**src/rtl/uart_tx_arb.sv**
```systemverilog
// Two-requester round-robin packet arbiter feeding a single UART transmitter.
// Each grant frames a 16-bit payload as {header, msb, lsb} and sends it byte by byte.
`timescale 1ns/1ps
module uart_tx_arb #(
  parameter logic [12:0] BAUD_CNT = 13'd433,
  parameter logic [7:0]  HDR0     = 8'hA5,
  parameter logic [7:0]  HDR1     = 8'h5A
) (
  input  logic        clk,
  input  logic        rst,
  input  logic        req0,
  input  logic [15:0] data0,
  input  logic        req1,
  input  logic [15:0] data1,
  output logic        gnt0,
  output logic        gnt1,
  output logic        pkt_done,
  output logic        busy,
  output logic        trmt,
  output logic [7:0]  tx_data,
  input  logic        tx_done,
  output logic [12:0] baud_cnt
);

  localparam logic [1:0] StIdle = 2'd0;
  localparam logic [1:0] StSend = 2'd1;
  localparam logic [1:0] StArm  = 2'd2;
  localparam logic [1:0] StWait = 2'd3;

  logic [1:0]  state_q;
  logic [23:0] pkt_q;
  logic [1:0]  byte_idx_q;
  logic        owner_q;
  logic        last_q;
  logic        gnt0_q;
  logic        gnt1_q;
  logic        pkt_done_q;

  logic win1;
  logic arb_go;

  // On contention the requester that did not own the previous packet wins.
  assign win1   = req1 & (~req0 | ~last_q);
  assign arb_go = tx_done & (req0 | req1);

  always_ff @(posedge clk or posedge rst) begin
    if (rst) begin
      state_q    <= StIdle;
      pkt_q      <= 24'h0;
      byte_idx_q <= 2'd0;
      owner_q    <= 1'b0;
      last_q     <= 1'b1;
      gnt0_q     <= 1'b0;
      gnt1_q     <= 1'b0;
      pkt_done_q <= 1'b0;
    end else begin
      gnt0_q     <= 1'b0;
      gnt1_q     <= 1'b0;
      pkt_done_q <= 1'b0;
      case (state_q)
        StIdle: begin
          if (arb_go) begin
            owner_q    <= win1;
            byte_idx_q <= 2'd0;
            pkt_q      <= win1 ? {HDR1, data1} : {HDR0, data0};
            gnt0_q     <= ~win1;
            gnt1_q     <= win1;
            state_q    <= StSend;
          end
        end
        StSend: state_q <= StArm;
        // tx_done is still high from the previous idle period; give it a cycle to fall.
        StArm:  state_q <= StWait;
        StWait: begin
          if (tx_done) begin
            if (byte_idx_q == 2'd2) begin
              pkt_done_q <= 1'b1;
              last_q     <= owner_q;
              state_q    <= StIdle;
            end else begin
              byte_idx_q <= byte_idx_q + 2'd1;
              state_q    <= StSend;
            end
          end
        end
        default: state_q <= StIdle;
      endcase
    end
  end

  always_comb begin
    tx_data = 8'h00;
    case (byte_idx_q)
      2'd0:    tx_data = pkt_q[23:16];
      2'd1:    tx_data = pkt_q[15:8];
      default: tx_data = pkt_q[7:0];
    endcase
  end

  assign gnt0     = gnt0_q;
  assign gnt1     = gnt1_q;
  assign pkt_done = pkt_done_q;
  assign busy     = (state_q != StIdle);
  assign trmt     = (state_q == StSend);
  assign baud_cnt = BAUD_CNT;

endmodule
```
**config.mk**
```make
export PLATFORM = sky130hd
export DESIGN_NAME = uart_tx_arb
export DESIGN_NICKNAME = d
export VERILOG_FILES = /design/src/rtl/uart_tx_arb.sv
export SDC_FILE = /design/constraint.sdc
export NUM_CORES = 1
export LEC_CHECK = 0
export CAP_MARGIN = 20
export CORE_ASPECT_RATIO = 0.5
export CORE_MARGIN = 1.5
export CORE_UTILIZATION = 35
export DETAILED_ROUTE_END_ITERATION = 8
export PLACE_DENSITY = 0.74
export SLEW_MARGIN = 0
export SYNTH_ARGS = -nofsm -noshare
export SYNTH_HDL_FRONTEND = slang
export SYNTH_SLANG_ARGS = --single-unit
export TNS_END_PERCENT = 30
```
**constraint.sdc**
```tcl
create_clock -name clk -period 3.95 [get_ports clk]
set_input_delay 0.79 -clock clk [delete_from_list [all_inputs] [get_ports clk]]
set_output_delay 0.79 -clock clk [all_outputs]
set_load 0.05 [all_outputs]
```
==> qor.csv <==
stage,metric,value,unit
worst_setup_path,Crit path required time,3.16,ns
power_and_ir_drop,Leak,0.942,nW
worst_setup_path,critical-path cell list,"inv_1, ha_1, nor2_1, a221o_1, clkdlybuf4s50_1",
cts,CTS HTree Levels,1,
worst_setup_path,Startpoint Class,register,
cts,clk root buf,clkbuf_8,
sta,setup_tns,0,ns
final_layout,NumNets Final,222,
synthesis,number of flops mapped to enable cells by yosys,0,
sta,worst setup margin,0.673,ns
sta,Final Hold Viols,0,
synthesis,leading area contributor after synthesis,dfrtp_1,
route,Vias per Instance,5.04,
placement,RePlAce Congestion,0.742,
cts,post-CTS sizing,0,
die,Die Wd,94.6,um
route,WL per Instance,14.2,um
die,starting density of the core,0.370,
placement,DPL Wire Length,2410,um
synthesis,ys async rst share,1.00,
placement,I/O Buffers,49,
global_route,initial antenna violation count,0,
synthesis,cell with the most instances after synthesis,dfrtp_1,
cts,clk sinks,26,
sta,"Slew Viols, Final",0,
die,DIE AREA,0.00461,mm2
route,DRT iter0 DRCs,55,
sta,highest clock rate,305,MHz
synthesis,"flops & latches, synth",26,
status,run status,"finished, final reports clean",
sta,Slew @ Worst Pin,0.872,ns
synthesis,ys flop type,dfrtp_1,
worst_setup_path,Setup CP Type,register to output pin,
run,MaxCap Viol Count,0,
die,site row count,16,
worst_hold_path,worst hold path type,register to register,
route,via count of the routed design,1164,
worst_setup_path,Worst setup EP type,output pin,
worst_setup_path,crit path max fanout,9,
power_and_ir_drop,peak supply drop,0.000265,V
die,IO Pins,63,
worst_setup_path,worst stage delay on the critical path,0.80,ns
global_route,total track usage,0.151,
worst_setup_path,CP max-delay cell,clkdlybuf4s50_1,
sta,Final period util,0.830,
synthesis,Synth Warn #,0,
synthesis,ranking of synthesized cells by area,"dfrtp_1 43%, a221o_1 16%, buf_4 7.2%, ha_1 6.0%, and3_1 4.7%",
global_route,total gr overflow,0,
global_route,largest net degree at the start of global routing,27,
cts,latest clock arrival within the worst-skew pair,0.27,ns
route,Antenna Nets Post-Route,0,
synthesis,Synth Area per Inst,11.1,um2
cts,Setup Buffers After CTS,0,
synthesis,synth unique cells,27,
synthesis,register area share after synthesis,0.444,
sta,Slew HR,0.417,
worst_setup_path,Buf/Inv on CP,2,
global_route,vias in the first global route,1193,
global_route,first-pass GRT wire length,5330,um
synthesis,Post-Syn Instances,132,
worst_setup_path,Crit path max-delay family,buffers and inverters,
cts,TritonCTS buffer count,3,
synthesis,synth cell count leaders,"25 x dfrtp_1, 24 x a221o_1, 14 x buf_4",
final_layout,area grow syn2layout,36.2,%
cts,Hold Buf Count CTS,0,
cts,Clock Tree Buf Depth,2,
cts,CTS tree,yes,
synthesis,Synth top area share,0.426,
placement,Place WS,0.972,ns
sta,Final Skew,0.00339,ns
die,die span in y,48.8,um
sta,RSZ-0062 raised after global routing,no,
worst_setup_path,WP data arrival,2.49,ns
die,Core ar.,0.00396,mm2
final_layout,n_diodes,0,
synthesis,synthesized cell area,0.00147,mm2
sta,final setup vio count,0,
sta,min cycle time layout,3.28,ns
route,Total Wirelength,3270,um
route,first drt pass iteration count,4,
cts,"Clk pin slew, worst setup/hold paths",0.08,ns
final_layout,layout cell share with drive strength beyond 1,0.0960,
power_and_ir_drop,pwr dens,848,mW/mm2
route,# DRC,0,
-- placed cells by master, fill, tap and decap left out, types with 2 or more instances in the layout --
master	netlist	layout
clkdlybuf4s50_1	0	49
ha_1	7	7
dfrtp_1	25	25
and3_1	11	11
and3_2	7	7
clkbuf_8	0	4
mux2i_1	3	3
nand2_1	5	5
a221o_1	24	24
and2_1	2	2
a21oi_1	2	2
inv_1	11	11
conb_1	2	13
-- layer usage --
metal  vias to the layer above  wire, um  GRT usage
met4                         0        49     0.0473
met5                         -         0          0
met2                        32      1610      0.266
met3                         7       165     0.0374
met1                       570      1440      0.181
li1                        555         -          -
-- sequential cells by signal, summed over array words and instances (netlist names) --
name,cells
last_q,1
byte_idx_q,2
pkt_done,1
gnt0,1
state_q,2
pkt_q,18
gnt1,1
-- final timing paths --
path / from / endpoint / slack (ns) / cells past startpoint
max reg2reg: state_q[0] / pkt_q[3] / 1.97 / 5
min reg2reg: last_q / last_q / 0.52 / 2
max in group asynchronous: rst / last_q / 2.80 / 3
min: last_q / last_q / 0.52 / 2
min in group asynchronous: rst / pkt_q[3] / 0.71 / 2
max: byte_idx_q[1] / tx_data[7] / 0.67 / 5
-- metrics by stage --
stage	instance area (um2)	std cells	hold slack [ns]	power, mW	util
floorplan	1510	143	0.478	1.24	-
global placement	1920	226	0.499	1.51	0.484
detailed placement	1920	226	0.502	1.53	0.484
CTS	1970	230	0.522	1.70	0.497
global route	2000	231	0.541	1.80	0.504
finish	2000	231	0.517	1.70	0.504
-- power breakdown --
part           switching, mW  internal (mW)  total [mW]
registers             0.0758          0.382       0.458
logic                  0.653          0.415        1.07
clock network         0.0801         0.0891       0.169
total                  0.809          0.887        1.70
-- area by class of cell --
cell class | instances | area (um2)
clock buffer | 4 | 55.1
timing repair buffer | 50 | 518
tap | 54 | 67.6
multi-input combinational | 86 | 666
fill | 368 | 1960
sequential | 26 | 652
inverter | 11 | 41.3
-- worst reg2reg max path, stage by stage, from the launching register on --
cell,delay (ns)
dfrtp_1,0.42
inv_1,0.11
ha_1,0.32
nand3_1,0.13
a21oi_2,0.65
a221o_1,0.28
-- cell families (layout without fill, tap and decap cells) --
| logic type | Yosys count | after routing | share of synthesized area |
|---|---|---|---|
| DFF | 26 | 26 | 0.444 |
| and+or+nand+nor | 29 | 29 | 0.121 |
| buffers and inverters | 31 | 65 | 0.130 |
| AOI/OAI and AO/OA | 33 | 33 | 0.211 |
| muxes | 4 | 4 | 0.0281 |
| adders and majority gates | 7 | 7 | 0.0597 |
| other | 2 | 13 | 0.00512 |
Note: power is estimated with default switching activity, not from simulation.
